===== src/rtl/mb8_responder_pkg.sv =====
// Shared definitions for the mb8 byte-bus responder.
// Holds the default widths, derived lane/word-address constants and the
// responder state encoding.
package mb8_responder_pkg;

  localparam int unsigned MB8_DSZ = 8;             // byte data width
  localparam int unsigned MB8_ASZ = 17;            // byte address width (128K)
  localparam int unsigned MB8_WSZ = 32;            // RAM word width
  localparam int unsigned LANES   = MB8_WSZ / MB8_DSZ;
  localparam int unsigned WASZ    = MB8_ASZ - 2;   // RAM word address width

  typedef enum logic [1:0] {
    IDLE,
    RD,
    RDW,
    WR
  } mb8_resp_st;

endpackage


===== src/rtl/mb8_lane.sv =====
// Combinational byte-lane helper (little-endian, lane 0 = bits [DSZ-1:0]).
//   word_i : source word
//   lane_i : byte lane select
//   byte_i : byte to insert into the selected lane
//   byte_o : byte extracted from the selected lane of word_i
//   word_o : word_i with the selected lane replaced by byte_i
module mb8_lane
  import mb8_responder_pkg::*;
#(
  parameter int unsigned DSZ = MB8_DSZ,
  parameter int unsigned WSZ = MB8_WSZ,
  parameter int unsigned LW  = 2
) (
  input  logic [WSZ-1:0] word_i,
  input  logic [LW-1:0]  lane_i,
  input  logic [DSZ-1:0] byte_i,
  output logic [DSZ-1:0] byte_o,
  output logic [WSZ-1:0] word_o
);

  always_comb begin
    byte_o = '0;
    word_o = word_i;
    for (int unsigned i = 0; i < WSZ / DSZ; i++) begin
      if (lane_i == LW'(i)) begin
        byte_o                  = word_i[i*DSZ +: DSZ];
        word_o[i*DSZ +: DSZ]    = byte_i;
      end
    end
  end

endmodule


===== src/rtl/mb8_responder.sv =====
// Responder (slave) end of the 8-bit memory-block bus. Serves byte reads and
// writes from a word-wide synchronous single-port RAM through a one-word
// cache; byte writes are read-modify-write on the RAM word.
//   clk, rst_n      : clock, asynchronous active-low reset
//   req/we/ai/vi    : request, write enable, byte address, write byte
//   vo/ack          : read byte, one-cycle completion pulse
//   inv             : cache invalidate (RAM written by another agent)
//   ram_re/ram_we   : RAM read / write strobes
//   ram_a/ram_d     : RAM word address / write word
//   ram_q           : RAM read word, valid the cycle after ram_re
module mb8_responder
  import mb8_responder_pkg::*;
#(
  parameter int unsigned DSZ = MB8_DSZ,
  parameter int unsigned ASZ = MB8_ASZ,
  parameter int unsigned WSZ = MB8_WSZ
) (
  input  logic             clk,
  input  logic             rst_n,
  input  logic             req,
  input  logic             we,
  input  logic [ASZ-1:0]   ai,
  input  logic [DSZ-1:0]   vi,
  output logic [DSZ-1:0]   vo,
  output logic             ack,
  input  logic             inv,
  output logic             ram_re,
  output logic             ram_we,
  output logic [ASZ-3:0]   ram_a,
  output logic [WSZ-1:0]   ram_d,
  input  logic [WSZ-1:0]   ram_q
);

  mb8_resp_st     st_q, st_d;
  logic           ack_q, ack_d;
  logic [DSZ-1:0] vo_q, vo_d;
  logic           valid_q, valid_d;
  logic [ASZ-3:0] tag_q, tag_d;
  logic [WSZ-1:0] cache_q, cache_d;
  logic [ASZ-1:0] a_q, a_d;
  logic           we_q, we_d;
  logic [DSZ-1:0] vi_q, vi_d;
  logic [WSZ-1:0] m_q, m_d;

  logic           hit;
  logic [DSZ-1:0] cache_byte, ram_byte;
  logic [WSZ-1:0] cache_merged, ram_merged;

  // Hit is judged on the live address: only used in IDLE at accept time.
  assign hit = valid_q && (tag_q == ai[ASZ-1:2]) && !inv;

  mb8_lane #(.DSZ(DSZ), .WSZ(WSZ), .LW(2)) u_cache_lane (
    .word_i (cache_q),
    .lane_i (ai[1:0]),
    .byte_i (vi),
    .byte_o (cache_byte),
    .word_o (cache_merged)
  );

  mb8_lane #(.DSZ(DSZ), .WSZ(WSZ), .LW(2)) u_ram_lane (
    .word_i (ram_q),
    .lane_i (a_q[1:0]),
    .byte_i (vi_q),
    .byte_o (ram_byte),
    .word_o (ram_merged)
  );

  always_ff @(posedge clk or negedge rst_n) begin
    if (!rst_n) begin
      st_q    <= IDLE;
      ack_q   <= 1'b0;
      vo_q    <= '0;
      valid_q <= 1'b0;
      tag_q   <= '0;
      cache_q <= '0;
      a_q     <= '0;
      we_q    <= 1'b0;
      vi_q    <= '0;
      m_q     <= '0;
    end else begin
      st_q    <= st_d;
      ack_q   <= ack_d;
      vo_q    <= vo_d;
      valid_q <= valid_d;
      tag_q   <= tag_d;
      cache_q <= cache_d;
      a_q     <= a_d;
      we_q    <= we_d;
      vi_q    <= vi_d;
      m_q     <= m_d;
    end
  end

  always_comb begin
    st_d    = st_q;
    ack_d   = 1'b0;
    vo_d    = vo_q;
    valid_d = valid_q && !inv;
    tag_d   = tag_q;
    cache_d = cache_q;
    a_d     = a_q;
    we_d    = we_q;
    vi_d    = vi_q;
    m_d     = m_q;
    ram_re  = 1'b0;
    ram_we  = 1'b0;
    ram_a   = '0;
    ram_d   = '0;

    unique case (st_q)
      IDLE: begin
        // ack_q guard keeps a req still held in the ack cycle from re-accepting.
        if (req && !ack_q) begin
          a_d  = ai;
          we_d = we;
          vi_d = vi;
          if (hit && !we) begin
            vo_d  = cache_byte;
            ack_d = 1'b1;
          end else if (hit) begin
            m_d  = cache_merged;
            st_d = WR;
          end else begin
            st_d = RD;
          end
        end
      end
      RD: begin
        ram_re = 1'b1;
        ram_a  = a_q[ASZ-1:2];
        st_d   = RDW;
      end
      RDW: begin
        // Refill wins over a concurrent inv: the word was just read.
        cache_d = ram_q;
        tag_d   = a_q[ASZ-1:2];
        valid_d = 1'b1;
        if (!we_q) begin
          vo_d  = ram_byte;
          ack_d = 1'b1;
          st_d  = IDLE;
        end else begin
          m_d  = ram_merged;
          st_d = WR;
        end
      end
      WR: begin
        ram_we  = 1'b1;
        ram_a   = a_q[ASZ-1:2];
        ram_d   = m_q;
        cache_d = m_q;
        tag_d   = a_q[ASZ-1:2];
        valid_d = 1'b1;
        ack_d   = 1'b1;
        st_d    = IDLE;
      end
      default: st_d = IDLE;
    endcase
  end

  assign vo  = vo_q;
  assign ack = ack_q;

endmodule

===== config.mk =====
export PLATFORM = sky130hd
export DESIGN_NAME = mb8_responder
export DESIGN_NICKNAME = d
export VERILOG_FILES = /design/src/rtl/mb8_responder_pkg.sv /design/src/rtl/mb8_lane.sv /design/src/rtl/mb8_responder.sv
export SDC_FILE = /design/constraint.sdc
export NUM_CORES = 1
export LEC_CHECK = 0
export CORE_UTILIZATION = 54
export DETAILED_ROUTE_END_ITERATION = 6
export PLACE_DENSITY = 0.82
export SLEW_MARGIN = 5
export SYNTH_ARGS = -nofsm -noshare
export SYNTH_HDL_FRONTEND = slang
export SYNTH_SLANG_ARGS = --single-unit

===== constraint.sdc =====
create_clock -name clk -period 2.7 [get_ports clk]
set_clock_uncertainty 0.05 [all_clocks]
set_input_delay 0.54 -clock clk [delete_from_list [all_inputs] [get_ports clk]]
set_output_delay 0.54 -clock clk [all_outputs]
set_load 0.02 [all_outputs]

=== Word level (Yosys, flattened, before mapping) ===
Cells that the tools add are included.

* Bits in read-only memories: 0
* Latch bits: 0
* Flip-flop bits (word level): 117
* Memory bits (writable): 0
* Memories: 0
* Output and inout port bits: 58
* Input bits: 62

* Muxes and demuxes: 40
* $mul: 0
* $lt $le $gt $ge: 0
* Divide/modulo/power cells: 0
* Equality and inequality tests: 16
* Bitwise gates (word level): 0
* $add $sub $neg: 0
* Reduce and logical (&&, ||, !) cells: 19
* Shifts and indexed selects: 0

{| class="wikitable"
|+ Operator list
! operator !! number
|-
| two-way mux 32 bit || 5
|-
| two-way mux 8 bit || 19
|-
| case mux 32 bit (2 select lines) || 2
|-
| case mux 8 bit (2 select lines) || 1
|-
| == test 15 bit || 1
|-
| two-way mux 15 bit || 1
|-
| == test 2 bit, second input constant || 6
|-
| inequality test 2 bit, second input constant || 6
|-
| two-way mux 2 bit || 4
|-
| case mux 2 bit (4 select lines) || 1
|-
| == test 2 x 1 -> 1 bit, second input constant || 3
|-
| zero test 2 bit || 3
|-
| two-way mux 1 bit || 6
|-
| logical AND 1 bit || 5
|-
| AND reduction 5 bit || 1
|-
| AND reduction 2 bit || 2
|-
| AND reduction 4 bit || 1
|-
| nonzero test 2 bit || 2
|-
| OR reduction 2 bit || 2
|-
| zero test 1 bit || 3
|-
| case mux 1 bit (3 select lines) || 1
|}

=== Logic depth before layout (Yosys ltp) ===
Gate-level depths: netlist (run 1).

* Depth in word-level cells: 8
* Mapped depth: 7
* Gate-level depth less buffers: 5

=== Hierarchy ===
From an unflattened synthesis (run 1), not the netlist that was laid out.

* Cell total of the unflattened synthesis: 620
* Area, all modules: 6860.3 um^2

{| class="wikitable"
|+ By module, submodules not included
! module !! times used !! area an instance (um^2) !! seq. area each (um^2) !! cells an instance
|-
| mb8_responder || 1 || 5609.1 || 2927.8 || 524
|-
| mb8_lane || 2 || 625.6 || 0.0 || 48
|}

=== Least setup slack after synthesis (run 1) ===
Ideal clock, no wire load.

* Path kind: register to output
* Start point: reg st_q[1]
* End point: out ram_we
* Data required time: 2.110 ns
* Stages on the path, launching flop included: 5
* Data arrival time: 1.525 ns
* Setup slack: 0.585 ns
* Path through: dfrtp_1 > clkbuf_1 > buf_1 > clkbuf_1 > and2_1

* Cells in the longest elaborated chain, start to end: 2

{| class="wikitable"
|+ Ends and longest elaborated chain
! element !! line !! RTL
|-
| from (decl) || mb8_responder.sv:34 || <nowiki>mb8_resp_st st_q, st_d;</nowiki>
|-
| from (signal assigned) || mb8_responder.sv:81 || <nowiki>st_q <= st_d;</nowiki>
|-
| == test 2 bit || mb8_responder.sv:110 || <nowiki>unique case (st_q)</nowiki>
|-
| two-way mux 1 bit || mb8_responder.sv:110 ||
|-
| to (decl) || mb8_responder.sv:28 || <nowiki>output logic ram_we,</nowiki>
|}

No other way between the ends.

=== Final worst setup path (run 1) ===
* Start point: reg st_q[0]
* End point: out ram_d[0]

* Cells in the longest elaborated chain, start to end: 2

{| class="wikitable"
|+ Ends and longest elaborated chain
! element !! line !! RTL
|-
| == test 2 bit || mb8_responder.sv:110 ||
|-
| two-way mux 32 bit || mb8_responder.sv:110 ||
|-
| to (decl) || mb8_responder.sv:30 || <nowiki>output logic [WSZ-1:0] ram_d,</nowiki>
|}

No other way between the ends.

==> impl_metrics.csv, run 1 <==
group,metric,value,unit
timing,period_needed,2.61,ns
grt,grtUsageTotal,0.325,
logic_synthesis,ys_warn_count,0,
clock_network,cts_hold_buf,0,
floorplanning,core,12100,sq um
timing,period_share,0.967,
logic_synthesis,yosysMostFrequentCell,"dfrtp_1",
placement,place_congestion,0.941,
placement,place_area,8200,sq um
drt,drc,0,
clock_network,clock_sinks,117,
logic_synthesis,synth-simple-area-share,0.133,
timing,worst_slew_pin_slew,0.601,ns
clock_network,cts_buffers,17,
drt,dr.first_iter.drc_count,455,
finish,utilization,0.729,
setup_path,critPathArrivalTime,2.02,ns
grt,overflow,0,
setup_path,regToRegEndpoint,"m_q[28]",
setup_path,cp_top_family,"buffers and inverters",
logic_synthesis,ys_types,32,
setup_path,crit_path_max_fanout,28,
timing,rsz0062_at_grt,"no",
logic_synthesis,synth_top_area_frac,0.434,
logic_synthesis,netlist_instances,650,
logic_synthesis,synth_nets,712,
setup_path,rrSetupSlack,0.30,ns
clock_network,htreeDepth,4,
drt,postRouteAntennaNets,0,
finish,layout-drive-gt1-share,0.158,
floorplanning,die_w,114,um
drt,avgRoutedWirePerCell,21.4,um
clock_network,cts.clk_slew.worst_paths,0.06,ns
setup_path,cp_cell_sequence,"buf_12, and3_1, clkdlybuf4s50_1",
logic_synthesis,synthMuxAreaShare,0.262,
setup_path,crit_path_top_delay_cell,"clkdlybuf4s50_1",
logic_synthesis,synth_top_family_by_area,"multiplexers",
finish,nNetsFinal,829,
placement,dp_hpwl,13400,um
min_path,hold_path.class,"primary input to async pin",
logic_synthesis,avgSynthCellArea,10.4,sq um
logic_synthesis,synth_seq_cells,117,
setup_path,cp-start-kind,"register",
flow_run,maxCapViolCount,0,
setup_path,reg2reg_from,"st_q[1]",
setup_path,setup.worst_path.class,"register to output pin",
run_status,status,"finished, final reports clean",
clock_network,cts_tree,"done",
clock_network,cts_max_path_buffers,2,
pwr,cellLeakagePower,3.77,nW
timing,slew_viol_final,0,
logic_synthesis,ys_top_cells_by_area,"dfrtp_1, mux2i_1, mux2_2",
setup_path,critical_path_buf_inv_count,2,
timing,maxSlewHeadroom,0.599,
drt,drt_pre_antenna_iters,5,
logic_synthesis,yosysTopAreaCell,"dfrtp_1",
floorplanning,rows,40,
floorplanning,initial_core_util,0.557,
floorplanning,io-pin-count,120,
pwr,peakVddDrop,0.604,mV
grt,antenna_found_initial,0,
placement,dp_cells,914,
pwr,powerDensity,1240,nW/um^2
logic_synthesis,synthFlopType,"dfrtp_1",
logic_synthesis,synth_edf_count,0,
logic_synthesis,synth-xor-area-share,0.0195,
logic_synthesis,synth_compound_area_frac,0.116,
setup_path,cp.required,2.11,ns
grt,grt_pass1_wl,31700,um
logic_synthesis,synthArstFlopShare,1.00,
logic_synthesis,seq_area_frac_synth,0.434,
placement,portBuffers,119,
timing,final-setup-viol-count,0,
logic_synthesis,synth_commonest_cells,"dfrtp_1, mux2i_1, a21oi_1",
drt,avgViaCountPerCell,6.09,
drt,routed_wl,20300,um
setup_path,slowest_delay,0.63,ns
floorplanning,die-area,13000,sq um
grt,grt_max_degree,61,
finish,fin_area,8830,sq um
finish,antenna_cells,0,
setup_path,cp-end-kind,"output pin",
finish,syn2layout_area_growth,30.8,%
timing,fmaxAchievable,383,MHz
floorplanning,die_y,114,um
logic_synthesis,synthAdderAreaFrac,0,
logic_synthesis,syn_area,6750,sq um
grt,grt_pass1_vias,5849,
clock_network,root_buffer,"clkbuf_16",
finish,final_cells,947,
setup_path,reg2reg_depth,7,
drt,via_count,5770,
clock_network,insertion_delay,0.44,ns
timing,hold_viol,0,
## per-stage QoR
stage	power, mW	hold WS [ns]	TNS, ns	setup WS (ns)
2_1_floorplan	6.66	0.194	0	0.585
3_3_place_gp	8.14	0.432	-3.08	-0.0877
3_5_place_dp	8.41	0.441	-6.63	-0.197
4_1_cts	10.9	0.0400	0	0.0411
5_1_grt	11.5	0.0588	0	0.0468
6_report	10.9	0.0301	0	0.0904
## final cells by class
type | count | area, sq um
clock buffers | 21 | 470
fillers | 897 | 3280
repair buffers | 149 | 1490
well taps | 168 | 210
flip-flops and latches | 117 | 2940
inverters | 1 | 3.75
multi-input cells | 481 | 3590
clock inverters | 10 | 130
## power by group
| group | switching [mW] | internal (mW) |
|---|---|---|
| clock | 0.804 | 1.51 |
| combinational | 2.59 | 2.40 |
| sequential | 0.958 | 2.67 |
## sequential cells by signal, indices dropped and copies added, names as in the netlist
| name | cells |
|---|---|
| a_q | 17 |
| ack | 1 |
| cache_q | 32 |
| m_q | 32 |
| st_q | 2 |
| tag_q | 15 |
| valid_q | 1 |
| vi_q | 8 |
| vo | 8 |
| we_q | 1 |
## repair_timing
item	4_1_cts	5_1_grt
buffers inserted	1	1
gates cloned	0	0
endpoints found under the setup margin	32	5
gates resized for setup	1	0
## cells in the final DEF, fill, tap and decap left out, types with 3 or more instances in the layout
cell type,count
buf_4,24
nand3_1,8
a211oi_1,32
dfrtp_1,115
clkdlybuf4s50_1,118
xor2_1,15
o22ai_1,16
bufinv_16,3
mux2i_1,96
nor4_1,4
nand2_1,16
buf_12,6
mux2_2,57
nor2b_1,32
nand2b_1,5
o211ai_1,8
and2_1,17
nor2_1,43
a21oi_1,65
clkinv_2,5
mux2_1,15
clkbuf_8,3
clkbuf_16,17
and3_1,40
## metal layers
metal  share of wire  vias up  global-route usage
li1                -     2592                   -
met1            0.42     2844               0.420
met2            0.48      270               0.516
met3           0.070       64              0.0802
met4           0.033        0               0.156
met5               0        -                   0
## worst max-delay path by stage
stage,start,to,cells past startpoint
final,st_q[0],ram_d[0],3
after global routing,st_q[0],ram_d[14],3
after CTS,st_q[0],ram_d[0],3
after detailed placement,ai[14],vo[7],8
after global placement,ai[16],m_q[9],7
after floorplan,st_q[1],ram_we,4
## logic make-up after synthesis
| group | Yosys count |
|---|---|
| compound gates | 129 |
| flops | 117 |
| mux | 168 |
| xor+xnor | 15 |
| buf+inv | 52 |
| simple gates | 169 |
Power figures use the tool's default switching activity.
==> run 2, diff against run 1 <==
HOLD_SLACK_MARGIN = 0.15   (was unset)
clock period = 2.9 ns   (was 2.7 ns; I/O delays follow)
==> run 2 against run 1 <==
Hold slack better by 0.41 ns. Non-clock buffer count is 2 lower. Power decreased by 8.2%. First-iteration DRC count increased by 16%. Global-route usage down 0.87 points. Combinational power is 8.4% lower. Critical endpoint is now ram_d[8]. Count of clock-buffer cells in the layout is 3 lower. Sequential share of layout area grew 0.13 points. Utilization decreased by 0.28 points. Critical path type unchanged. Clock power decreased by 9.1%. Design area shrank 0.38%. Largest cell class unchanged.
==> impl_metrics.csv, run 2 (same netlist as run 1, synthesis figures left out) <==
group,metric,value,unit
setup_path,reg2reg_depth,8,
setup_path,critical_path_buf_inv_count,2,
timing,final-setup-viol-count,0,
drt,dr.first_iter.drc_count,529,
finish,nNetsFinal,827,
clock_network,cts_buffers,17,
grt,grt_pass1_wl,31000,um
setup_path,cp.required,2.27,ns
drt,drc,0,
setup_path,crit_path_max_fanout,47,
finish,final_cell_mix,"clkdlybuf4s50_1, dfrtp_1, mux2i_1",
setup_path,cp_top_family,"buffers and inverters",
grt,grt_pass1_vias,5772,
clock_network,root_buffer,"clkbuf_16",
setup_path,path_depth,3,
min_path,hold_depth,2,
timing,hold_viol,0,
placement,place_congestion,0.955,
finish,utilization,0.726,
run_status,status,"finished, final reports clean",
floorplanning,die_w,114,um
min_path,hold_path.class,"register to register",
floorplanning,io-pin-count,120,
clock_network,cts_tree,"done",
pwr,powerDensity,1140,nW/um^2
setup_path,setup.worst_path.class,"register to output pin",
finish,top_regs,"cache_q: 32 flops, m_q: 32 flops, a_q: 17 flops",
floorplanning,initial_core_util,0.557,
timing,fmaxAchievable,356,MHz
clock_network,cts_max_path_buffers,2,
timing,period_share,0.969,
timing,worst_slew_pin_slew,0.583,ns
clock_network,cts.clk_slew.worst_paths,0.06,ns
setup_path,cp-start-kind,"register",
floorplanning,rows,40,
timing,worst_slack,0.0912,ns
setup_path,critPathArrivalTime,2.18,ns
timing,fin_tns_setup,0,ns
floorplanning,die_y,114,um
floorplanning,core,12100,sq um
placement,portBuffers,119,
timing,maxSlewHeadroom,0.612,
clock_network,htreeDepth,4,
grt,grt_max_degree,66,
floorplanning,die-area,13000,sq um
drt,drt_pre_antenna_iters,5,
setup_path,crit_path_top_delay_cell,"clkdlybuf4s50_1",
drt,routed_wl,19500,um
drt,via_count,5711,
grt,overflow,0,
drt,postRouteAntennaNets,0,
timing,slew_viol_final,0,
clock_network,clock_sinks,117,
flow_run,maxCapViolCount,0,
grt,grtUsageTotal,0.317,
setup_path,cp_cell_sequence,"buf_12, and3_1, clkdlybuf4s50_1",
timing,rsz0062_at_grt,"no",
finish,final_common_cell,"clkdlybuf4s50_1",
drt,avgViaCountPerCell,6.04,
setup_path,cp-end-kind,"output pin",
setup_path,slowest_delay,0.65,ns
pwr,cellLeakagePower,3.75,nW
clock_network,insertion_delay,0.43,ns
placement,dp_hpwl,13500,um
pwr,peakVddDrop,0.688,mV
finish,antenna_cells,0,
drt,avgRoutedWirePerCell,20.6,um
placement,place_ws,0.0270,ns
finish,syn2layout_area_growth,30.3,%
finish,layout-drive-gt1-share,0.157,
grt,antenna_found_initial,0,
timing,period_needed,2.81,ns
run 2: power by group:
| part | internal (mW) | total, mW | switching (mW) |
|---|---|---|---|
| Sequential | 2.49 | 3.37 | 0.879 |
| Clock | 1.29 | 2.10 | 0.806 |
| Combinational | 2.20 | 4.57 | 2.36 |
run 2: path summary, 6_finish.rpt:
kind / start / endpoint / slack, ns
max: st_q[0] / ram_d[8] / 0.09
min: valid_q / valid_q / 0.44
max reg2reg: st_q[1] / m_q[11] / 0.53
min reg2reg: valid_q / valid_q / 0.44
max in group asynchronous: rst_n / st_q[0] / 1.38
min in group asynchronous: rst_n / a_q[8] / 0.66
run 2: worst register-to-register path, cell delays in order, from the launching register on:
cell	delay (ns)
dfrtp_4	0.63
buf_12	0.24
nor2_1	0.12
buf_4	0.18
and2_1	0.16
nand2_1	0.08
o21ai_2	0.17
buf_12	0.24
mux2_2	0.38
run 2: per-stage QoR:
stage                     hold slack (ns)  total power [mW]  cells  cell area [sq um]
after floorplan                     0.234              6.20    650               6750
after global placement              0.435              7.54    912               8170
after detailed placement            0.433              7.80    912               8170
after CTS                           0.446              9.95    945               8770
after global routing                0.466              10.6    946               8800
final                               0.443              10.0    946               8800
run 2: final cells by class:
class	count	area (sq um)
Clock buffer	18	439
Clock inverter	14	153
Fill cell	889	3310
Inverter	1	3.75
Multi-Input combinational cell	481	3590
Sequential cell	117	2940
Tap cell	168	210
Timing Repair Buffer	147	1460
run 2: what timing repair did:
action | CTS | global route
endpoints found under the setup margin | 0 | 6
setup buffers | 0 | 1
hold buffers | 1 | 0
hold endpoints to repair | 42 | 0
resized for setup | 0 | 1
run 2: routing by layer:
layer	wire, um	vias up	global-route usage
li1	-	2594	-
met1	8170	2824	0.419
met2	9220	239	0.496
met3	1490	54	0.0834
met4	573	0	0.130
met5	0	-	0
==> run 3, diff against run 2 <==
SETUP_SLACK_MARGIN = 0.02   (was unset)
SLEW_MARGIN = unset   (was 5)
==> results of run 3 <==
No change in the layout: final DEF, timing and power equal those of run 2.
